**src/rtl/arb_pkg.sv**
```systemverilog
// Shared types and helpers for the 8-requester round-robin strobe arbiter.
package arb_pkg;

  localparam int unsigned NREQ  = 8;
  localparam int unsigned SEL_W = 3;

  typedef enum logic {
    IDLE,
    GRANT
  } state_t;

  function automatic logic [NREQ-1:0] onehot8(input logic [SEL_W-1:0] sel);
    onehot8      = '0;
    onehot8[sel] = 1'b1;
  endfunction

endpackage

```
**src/rtl/DMux8Way.sv**
```systemverilog
// 1-to-8 demultiplexer: routes in to the output selected by sel, others low.
module DMux8Way (
  input  logic       in,
  input  logic [2:0] sel,
  output logic       a,
  output logic       b,
  output logic       c,
  output logic       d,
  output logic       e,
  output logic       f,
  output logic       g,
  output logic       h
);

  assign a = in & (sel == 3'd0);
  assign b = in & (sel == 3'd1);
  assign c = in & (sel == 3'd2);
  assign d = in & (sel == 3'd3);
  assign e = in & (sel == 3'd4);
  assign f = in & (sel == 3'd5);
  assign g = in & (sel == 3'd6);
  assign h = in & (sel == 3'd7);

endmodule

```
**src/rtl/rr_pick8.sv**
```systemverilog
// Combinational rotate-priority picker: first set request at or after i_ptr, wrapping.
module rr_pick8
  import arb_pkg::*;
(
  input  logic [NREQ-1:0]  i_req,
  input  logic [SEL_W-1:0] i_ptr,
  output logic [SEL_W-1:0] o_winner,
  output logic             o_any
);

  logic [SEL_W-1:0] w_idx;

  always_comb begin
    o_winner = '0;
    o_any    = 1'b0;
    w_idx    = '0;
    for (int unsigned i = 0; i < NREQ; i++) begin
      w_idx = i_ptr + SEL_W'(i);
      if (!o_any && i_req[w_idx]) begin
        o_winner = w_idx;
        o_any    = 1'b1;
      end
    end
  end

endmodule

```
**src/rtl/dmux8_rr_arbiter.sv**
```systemverilog
// Round-robin arbiter granting one of 8 requesters a shared strobe path,
// with a hold limit and a mandatory idle bubble between grants.
module dmux8_rr_arbiter
  import arb_pkg::*;
#(
  parameter int unsigned MAX_HOLD = 16,
  parameter int unsigned CNT_W    = 8
) (
  input  logic             clk,
  input  logic             reset,
  input  logic [NREQ-1:0]  req,
  input  logic             strobe_in,
  output logic [NREQ-1:0]  grant,
  output logic [SEL_W-1:0] sel,
  output logic             busy,
  output logic [NREQ-1:0]  strobe_out,
  output logic             timeout
);

  state_t           r_state, w_state_nxt;
  logic [NREQ-1:0]  r_grant, w_grant_nxt;
  logic [SEL_W-1:0] r_sel, w_sel_nxt;
  logic [SEL_W-1:0] r_ptr, w_ptr_nxt;
  logic [CNT_W-1:0] r_cnt, w_cnt_nxt;
  logic             r_timeout, w_timeout_nxt;

  logic [SEL_W-1:0] w_winner;
  logic             w_any;
  logic             w_strobe_gated;

  rr_pick8 u_pick (
    .i_req    (req),
    .i_ptr    (r_ptr),
    .o_winner (w_winner),
    .o_any    (w_any)
  );

  always_ff @(posedge clk or posedge reset) begin
    if (reset) begin
      r_state   <= IDLE;
      r_grant   <= '0;
      r_sel     <= '0;
      r_ptr     <= '0;
      r_cnt     <= '0;
      r_timeout <= 1'b0;
    end else begin
      r_state   <= w_state_nxt;
      r_grant   <= w_grant_nxt;
      r_sel     <= w_sel_nxt;
      r_ptr     <= w_ptr_nxt;
      r_cnt     <= w_cnt_nxt;
      r_timeout <= w_timeout_nxt;
    end
  end

  always_comb begin
    w_state_nxt   = r_state;
    w_grant_nxt   = r_grant;
    w_sel_nxt     = r_sel;
    w_ptr_nxt     = r_ptr;
    w_cnt_nxt     = r_cnt;
    w_timeout_nxt = 1'b0;
    case (r_state)
      IDLE: begin
        if (w_any) begin
          w_state_nxt = GRANT;
          w_sel_nxt   = w_winner;
          w_grant_nxt = onehot8(w_winner);
          w_cnt_nxt   = '0;
        end
      end
      GRANT: begin
        // Both release kinds share the path; timeout marks only the forced one.
        if (!req[r_sel] || (r_cnt == CNT_W'(MAX_HOLD - 1))) begin
          w_state_nxt   = IDLE;
          w_grant_nxt   = '0;
          w_ptr_nxt     = r_sel + 3'd1;
          w_timeout_nxt = req[r_sel];
        end else begin
          w_cnt_nxt = r_cnt + 1'b1;
        end
      end
    endcase
  end

  assign grant          = r_grant;
  assign sel            = r_sel;
  assign busy           = (r_state == GRANT);
  assign timeout        = r_timeout;
  assign w_strobe_gated = strobe_in & busy;

  DMux8Way u_dmux (
    .in  (w_strobe_gated),
    .sel (r_sel),
    .a   (strobe_out[0]),
    .b   (strobe_out[1]),
    .c   (strobe_out[2]),
    .d   (strobe_out[3]),
    .e   (strobe_out[4]),
    .f   (strobe_out[5]),
    .g   (strobe_out[6]),
    .h   (strobe_out[7])
  );

endmodule

```
**config.mk**
```make
export PLATFORM = sky130hd
export DESIGN_NAME = dmux8_rr_arbiter
export DESIGN_NICKNAME = d
export VERILOG_FILES = /design/src/rtl/arb_pkg.sv /design/src/rtl/DMux8Way.sv /design/src/rtl/rr_pick8.sv /design/src/rtl/dmux8_rr_arbiter.sv
export SDC_FILE = /design/constraint.sdc
export NUM_CORES = 1
export LEC_CHECK = 0
export ABC_AREA = 1
export BUFFER_PORTS_ARGS = -buffer_cell sky130_fd_sc_hd__buf_2
export CAP_MARGIN = 20
export CORE_MARGIN = 4
export CORE_UTILIZATION = 50
export DETAILED_ROUTE_END_ITERATION = 8
export GPL_TIMING_DRIVEN = 0
export PLACE_DENSITY = 0.72
export RECOVER_POWER = 50
export SKIP_LAST_GASP = 1
export SLEW_MARGIN = 20
export SYNTH_ARGS = -nofsm -noshare
export SYNTH_HDL_FRONTEND = slang
export SYNTH_SLANG_ARGS = --single-unit
```
**constraint.sdc**
```tcl
create_clock -name clk -period 3.74 [get_ports clk]
set_clock_uncertainty 0.05 [all_clocks]
set_input_delay 0.374 -clock clk [delete_from_list [all_inputs] [get_ports clk]]
set_output_delay 0.374 -clock clk [all_outputs]
set_load 0.01 [all_outputs]
```
Word-level counts from Yosys, hierarchy flattened
Index checks and enable logic that the tools add are counted.
{"block": "classes", "reduce_logical": 22, "mux": 47, "order_cmp": 11, "n_eq_ne": 11, "n_bitwise": 10, "addsub": 9}
{"operator": "3-bit by 4-bit less-than comparator with 1-bit output (second input constant)", "count": 10}
{"operator": "8-bit 2-to-1 mux", "count": 4}
{"operator": "8-bit case mux with 2 select lines", "count": 2}
{"operator": "1-bit binary-select mux with 3-bit select", "count": 9}
{"operator": "3-bit 2-to-1 mux", "count": 8}
{"operator": "1-bit 2-to-1 mux", "count": 22}
{"operator": "3-bit adder (second input constant)", "count": 4}
{"operator": "3-bit equality test (second input constant)", "count": 4}
{"operator": "1-bit AND", "count": 9}
{"operator": "8-bit by 1-bit adder with 8-bit output (second input constant)", "count": 1}
{"operator": "8-bit by 4-bit equality test with 1-bit output (second input constant)", "count": 1}
{"operator": "1-bit logical AND", "count": 8}
{"operator": "1-bit logical NOT", "count": 8}
{"operator": "2-bit AND reduction", "count": 4}
{"operator": "3-bit by 1-bit adder with 3-bit output (second input constant)", "count": 2}
{"operator": "3-bit by 2-bit adder with 3-bit output (second input constant)", "count": 2}
{"operator": "3-bit by 2-bit equality test with 1-bit output (second input constant)", "count": 2}
{"operator": "2-bit by 1-bit inequality test with 1-bit output (second input constant)", "count": 2}
{"operator": "1-bit demux with 3-bit select", "count": 1}
{"operator": "3-bit by 1-bit equality test with 1-bit output (second input constant)", "count": 1}
{"operator": "3-bit by 1-bit >= comparator with 1-bit output (second input constant)", "count": 1}
{"operator": "3-bit logical NOT", "count": 1}
{"operator": "2-bit inequality test (second input constant)", "count": 1}
{"operator": "1-bit case mux with 2 select lines", "count": 1}
{"operator": "other kinds (2)", "count": 2}
{"block": "totals", "reg_bits": 24, "in_bits": 11, "out_inout_bits": 21, "word_cells": 116}

Longest topological paths before layout
Gate-level depths: netlist of the first run.
{"block": "logic_depth", "word_depth": 30, "depth_mapped": 19, "mapped_depth_nobuf": 18}

Cells and area by module
A second synthesis of the first run with hierarchy kept.
{"block": "hier_totals", "hier_cells": 323, "hier_area_um2": 2269.7}
{"module": "dmux8_rr_arbiter", "area_per_inst_um2": 1306.3, "instances": 1, "cells_each": 171, "seq_area_each_um2": 600.6}
{"module": "rr_pick8", "area_per_inst_um2": 899.6, "instances": 1, "cells_each": 135, "seq_area_each_um2": 0.0}
{"module": "DMux8Way", "area_per_inst_um2": 63.8, "instances": 1, "cells_each": 17, "seq_area_each_um2": 0.0}

Worst setup path after synthesis of the first run
OpenSTA, ideal clock, no wires.
{"block": "synth_timing", "kind": "register -> register", "from": "register r_ptr[1]", "to": "register r_grant[2] (netlist: grant[2])", "synth_period_minus_slack_ps": 2347, "arrival_ps": 2215, "t_required_ps": 3607, "stages_incl_launch_ff": 17, "path_buffers": 1, "path_slack_ps": 1393, "setup_ps": 83, "cell_sequence": "dfrtp_1 -> buf_6 -> inv_2 -> ha_1 -> inv_2 -> nand3_2 -> nand3_2 -> nand2_2 -> nor2_4 -> nand4_4 -> nor2_8 -> nand3_2 -> nand2_4 -> inv_6 -> a21oi_4 -> nand2_1 -> o21ai_0"}
{"block": "synth_via", "elab_chain_len": 30, "elab_cells_between_ends": 62, "classes_between": "add/sub (7); order compare (2); eq/ne (1); mux (36); reduce/logical (16)"}
{"item": "start, declared", "line": "dmux8_rr_arbiter.sv:23", "rtl": "logic [SEL_W-1:0] r_ptr, w_ptr_nxt;"}
{"item": "start signal, assigned", "line": "dmux8_rr_arbiter.sv:50", "rtl": "r_ptr <= w_ptr_nxt;"}
{"item": "parallel branches: the longest is 30 deep, another holds 3-bit by 1-bit adder with 3-bit output"}
{"item": "end signal, assigned", "line": "dmux8_rr_arbiter.sv:48", "rtl": "r_grant <= w_grant_nxt;"}
{"item": "end, declared", "line": "dmux8_rr_arbiter.sv:21", "rtl": "logic [NREQ-1:0] r_grant, w_grant_nxt;"}
Parallel ways; which one is timed is not known. The select of a mux whose other input is x is not followed.
A chain may end at the register's enable or synchronous reset.

Worst setup path in the final report of the first run
{"block": "layout_timing", "from": "register r_ptr[1]", "to": "register r_grant[3] (netlist: grant[3])"}
The elaborated chain is that of the path after synthesis.

==> flow_summary.toml, run 1 <==
[placed_design]
dpl.hpwl_um = 3890
routabilityCongestion = 0.871
numPlacedInstances = 374
port-buffer-count = 31

[drt]
drc = 0
route.vias.total = 1963
wl_um = 4960
wire_per_inst_um = 13.1
via_density_per_instance = 5.19
drtIter0Drc = 75
route.antenna.remaining_nets = 0
dr.pass1.iters = 4

[floorplanning]
floorplan.initialDensity = 0.523
core_area_um2 = 4030
die_y_um = 72.9
die_x_um = 72.9
io-pin-count = 32
rows = 23
design.die.area_um2 = 5320

[clock_tree]
clkLatencyLatePin_ns = 0.27
cts-buffers-inserted = 3
cts.clk_slew.worst_paths_ns = 0.09
cts_htree_levels = 1
post_cts_buffers = 0
cts-root-to-sink-buffers = 2
ctsHoldBuffers = 0
total_of_cells_resized_after_clock_tree_synthesis = 0
ctsRootBufferMaster = "sky130_fd_sc_hd__clkbuf_8"
cts.sink_count = 24
tritoncts = "yes"

[logic_synthesis]
avg_inst_size_synth_um2 = 7.19
asyncSetResetFlopFracSynth = 1.00
synth_enable_flop_cells = 0
synth_cell_type_count = 34
ys_seq_elements = 24
syn-instance-count = 293
synth_area_um2 = 2110
ys.flop_type = "sky130_fd_sc_hd__dfrtp_1"
yosysWarnings = 0
synth_sequential_area_ratio = 0.285
syn_nets = 313

[global_route]
grt_max_degree = 25
overflow = 0
grtUsageTotal = 0.204
number_of_antenna_violations_at_the_first_check_in_global_routing = 0
wire_length_of_the_first_global_routing_pass_um = 8670
first_global_vias = 1939

[worst_setup_path]
crit_path_cell_trace = "buf_6, inv_2, ha_1, inv_2, nand3_2, nand2_1, nor2_2, a31oi_2, inv_2, nor2_8, nand3_2, nand2_4, inv_6, a21oi_4, nand2_1, o21ai_0"
cp_max_fo = 10
critical_path_class = "reg2reg"
data_required_time_of_the_critical_path_ns = 3.88
worst_setup_end_kind = "flip-flop"
critical_path.max_stage_delay_ns = 0.40
critPathArrivalTime_ns = 2.95
critPathSlowestCell = "sky130_fd_sc_hd__dfrtp_1"
crit_top_cell = "sky130_fd_sc_hd__inv_2"
worstSetupStartpointType = "flip-flop"

[finish]
fin_cells = 378
layout.nets = 349
post_route_cells_drive_above_1_share = 0.226
flow.area_growth_from_synthesis_pct = 13.1
layout.core_utilization = 0.592
n_antenna_cell = 0

[run]
cap_viol_max_count = 0

[timing]
hold_viol_final = 0
max_clock_freq_mhz = 356
slew-limit-headroom = 0.395
post-route-min-period_ns = 2.81
grt_setup_unrepaired = "no"
worst-slew-pin-transition_ns = 0.906
slew_viol_final = 0
layout_worst_path_cycle_share = 0.751
final-setup-viol-count = 0
fin_setup_tns_ns = 0

[run_status]
run_status = "finished, final reports clean"

[min_path]
worstHoldPathType = "in2async"
-- metrics by stage --
stage / hold WS [ns] / setup slack [ns] / cell area (um2)
floorplan: 0.339 / 1.39 / 2110
global placement: 0.412 / 0.999 / 2320
detailed placement: 0.418 / 0.945 / 2320
CTS: 0.261 / 0.935 / 2400
global route: 0.306 / 0.698 / 2380
finish: 0.235 / 0.932 / 2380
-- Yosys cell counts (7+ instances only) --
cell / n / area, um2
sky130_fd_sc_hd__nor2_1: 26 / 97.6
sky130_fd_sc_hd__inv_2: 7 / 26.3
sky130_fd_sc_hd__inv_1: 27 / 101
sky130_fd_sc_hd__buf_4: 8 / 60.1
sky130_fd_sc_hd__a21oi_1: 8 / 40.0
sky130_fd_sc_hd__o21ai_0: 18 / 90.1
sky130_fd_sc_hd__nor3_1: 10 / 50.1
sky130_fd_sc_hd__nand3_2: 12 / 120
sky130_fd_sc_hd__dfrtp_1: 24 / 601
sky130_fd_sc_hd__ha_1: 9 / 113
sky130_fd_sc_hd__nand2_1: 82 / 308
sky130_fd_sc_hd__nand3_1: 27 / 135
-- worst paths after layout --
kind | from | endpoint | slack, ns | depth (start not counted)
max in group asynchronous | reset | sel[0] | 2.85 | 2
setup reg to reg | r_ptr[1] | grant[3] | 0.93 | 16
hold / removal | reset | grant[6] | 0.24 | 2
hold reg to reg | grant[6] | grant[6] | 0.44 | 2
min in group clk | grant[6] | grant[6] | 0.44 | 2
setup / recovery | r_ptr[1] | grant[3] | 0.93 | 16
-- sequential cells by signal, indices dropped and copies added, names as in the netlist --
signal and count:
grant 8, sel 3, busy 1, timeout 1
r_cnt 8, r_ptr 3
-- cells by family after synthesis --
logic type / count (synthesis) / share of synthesized area
AO/OA/AOI/OAI: 33 / 0.0950
XOR/XNOR: 6 / 0.0410
adder cells (fa/ha/maj): 9 / 0.0534
buffers and inverters: 46 / 0.109
flip-flops: 24 / 0.285
AND/OR/NAND/NOR: 175 / 0.416
-- layout make-up --
cell class | instances | area (um2)
buffer | 11 | 93.8
sequential | 24 | 601
clock buffer | 3 | 41.3
multi-input combinational | 223 | 1280
timing repair buffer | 31 | 143
fill | 413 | 1650
inverter | 35 | 136
clock inverter | 1 | 30.0
tap | 50 | 62.6
-- per-layer routing --
metal	up-vias	track usage	wire length [um]
li1	1021	-	-
met1	902	0.260	2200
met2	27	0.352	2540
met3	13	0.0289	111
met4	0	0.0738	112
met5	-	0	0
-- worst max-delay path: cells and delay by family (launching register included) --
family                   cells  cell delay, ns
buffers and inverters        5            0.63
AND/OR/NAND/NOR              7            0.70
AO/OA/AOI/OAI                3            0.56
flip-flops                   1            0.40
adder cells (fa/ha/maj)      1            0.36
-- cell usage in the layout (no fill, tap or decap), types with 3 or more instances in the layout --
| cell type | Yosys | routed |
|---|---|---|
| sky130_fd_sc_hd__ha_1 | 9 | 9 |
| sky130_fd_sc_hd__dfrtp_1 | 24 | 24 |
| sky130_fd_sc_hd__buf_4 | 8 | 8 |
| sky130_fd_sc_hd__buf_6 | 3 | 3 |
| sky130_fd_sc_hd__nand4_1 | 4 | 4 |
| sky130_fd_sc_hd__inv_1 | 27 | 27 |
| sky130_fd_sc_hd__inv_2 | 7 | 7 |
| sky130_fd_sc_hd__o21ai_0 | 18 | 18 |
| sky130_fd_sc_hd__nand3_2 | 12 | 12 |
| sky130_fd_sc_hd__nand2_2 | 4 | 4 |
| sky130_fd_sc_hd__nand2_1 | 82 | 82 |
| sky130_fd_sc_hd__a21oi_1 | 8 | 8 |
| sky130_fd_sc_hd__nor2_1 | 26 | 26 |
| sky130_fd_sc_hd__clkbuf_1 | 0 | 10 |
| sky130_fd_sc_hd__clkbuf_8 | 0 | 3 |
| sky130_fd_sc_hd__nand3_1 | 27 | 27 |
| sky130_fd_sc_hd__buf_2 | 0 | 21 |
| sky130_fd_sc_hd__nand2_4 | 3 | 3 |
| sky130_fd_sc_hd__nor3_1 | 10 | 10 |
Power of run 1 is not shown: default switching activity piles up to over one toggle a cycle in this logic, so the estimate is an artifact.
==> run 2, diff against run 1 <==
==> constraint.sdc (replaced) <==
create_clock -name clk -period 2.6 [get_ports clk]
set_clock_uncertainty 0.05 [all_clocks]
set_input_delay 0.26 -clock clk [delete_from_list [all_inputs] [get_ports clk]]
set_output_delay 0.26 -clock clk [all_outputs]
set_load 0.01 [all_outputs]
==> flow_summary.toml, run 2 (synthesis results as in run 1) <==
[run_status]
run_status = "finished, final reports clean"

[worst_setup_path]
data_required_time_of_the_critical_path_ns = 2.70
worst_setup_end_kind = "flip-flop"
critical_path.max_stage_delay_ns = 0.41
worstSetupStartpointType = "flip-flop"
critPathArrivalTime_ns = 2.59
critical_path_class = "reg2reg"
cp_max_fo = 7
crit_buf_inv = 4
critPathSlowestCell = "sky130_fd_sc_hd__dfrtp_1"
critPathTopFamily = "simple AND/OR/NAND/NOR gates"
crit_path_cell_trace = "buf_6, inv_8, ha_4, inv_6, nand3_4, nand3_4, nand2_4, nor2_4, nand4_4, nor2_8, nand3_2, nand2_4, buf_4, nand2_1, nand3_1, a21oi_1"

[placed_design]
post_dp_cell_area_um2 = 2320
port-buffer-count = 31
dpl.hpwl_um = 3890
routabilityCongestion = 0.871

[finish]
post_route_cells_drive_above_1_share = 0.271
layout.cells.most_common_list = "80 x sky130_fd_sc_hd__nand2_1, 26 x sky130_fd_sc_hd__nor2_1, 26 x sky130_fd_sc_hd__inv_1, 26 x sky130_fd_sc_hd__nand3_1, 24 x sky130_fd_sc_hd__dfrtp_1"
flow.area_growth_from_synthesis_pct = 21.7
n_antenna_cell = 0
layout.nets = 360
layout.cells.most_common = "sky130_fd_sc_hd__nand2_1"
stdcell_area_um2 = 2560

[global_route]
grtUsageTotal = 0.206
overflow = 0
wire_length_of_the_first_global_routing_pass_um = 8760
number_of_antenna_violations_at_the_first_check_in_global_routing = 0
first_global_vias = 1958
grt_max_degree = 25

[clock_tree]
cts.sink_count = 24
ctsRootBufferMaster = "sky130_fd_sc_hd__clkbuf_8"
tritoncts = "yes"
cts_htree_levels = 1
cts.clk_slew.worst_paths_ns = 0.09
cts-root-to-sink-buffers = 2
cts-buffers-inserted = 3
clkLatencyLatePin_ns = 0.27

[drt]
wl_um = 5190
route.antenna.remaining_nets = 0
route.vias.total = 2043
via_density_per_instance = 5.25
drtIter0Drc = 100
dr.pass1.iters = 5
wire_per_inst_um = 13.3
drc = 0

[min_path]
worstHoldPathType = "in2async"

[floorplanning]
die_y_um = 72.9
io-pin-count = 32
core_area_um2 = 4030
rows = 23
floorplan.initialDensity = 0.523
design.die.area_um2 = 5320
die_x_um = 72.9

[timing]
hold_viol_final = 0
max_clock_freq_mhz = 402
grt_setup_unrepaired = "yes"
slew-limit-headroom = 0.399
post-route-min-period_ns = 2.49
layout_worst_path_cycle_share = 0.957
final-setup-viol-count = 0
slew_viol_final = 0
worst-slew-pin-transition_ns = 0.900

[run]
cap_viol_max_count = 0
==> run 2: final timing paths <==
| path | slack [ns] | end | cells past startpoint | from |
|---|---|---|---|---|
| worst max-delay path | 0.11 | r_cnt[7] | 16 | r_ptr[1] |
| worst min-delay path | 0.12 | grant[6] | 2 | reset |
| worst max register to register | 0.11 | r_cnt[7] | 16 | r_ptr[1] |
| worst min register to register | 0.44 | grant[1] | 2 | grant[1] |
| max in group asynchronous | 1.83 | sel[0] | 2 | reset |
| min in group clk | 0.44 | grant[1] | 2 | grant[1] |
==> run 2: timing repair <==
item                                    CTS  global route
hold buffers                              0             0
gates resized for setup                   4            21
pin swaps                                 0             8
setup buffers                             1            10
endpoints found under the setup margin   17            14
==> run 2: per-stage QoR <==
stage	hold WS [ns]	worst slack, ns	TNS (ns)	std cells	utilization
floorplan	0.225	0.253	0	293	-
global placement	0.412	-0.141	-1.26	374	0.577
detailed placement	0.418	-0.195	-1.84	374	0.577
CTS	0.147	0.0307	0	379	0.602
global route	0.192	-0.0406	-0.196	389	0.636
finish	0.117	0.111	0	389	0.636
==> run 2: routing by layer <==
metal  vias to the layer above  share of wire  track usage
met5                         -              0            0
met4                         0          0.027       0.0758
met3                        15          0.025       0.0331
met2                        32           0.52        0.350
met1                       952           0.43        0.264
li1                       1044              -            -
==> run 2: layout make-up <==
cell class | instances | area [um2]
well taps | 50 | 62.6
inverters | 35 | 151
flip-flops and latches | 24 | 601
clock buffers | 3 | 41.3
clock inverters | 1 | 30.0
plain buffers | 11 | 93.8
multi-input cells | 223 | 1360
fillers | 390 | 1470
repair buffers | 42 | 226
Power of run 2 is left out for the same reason.
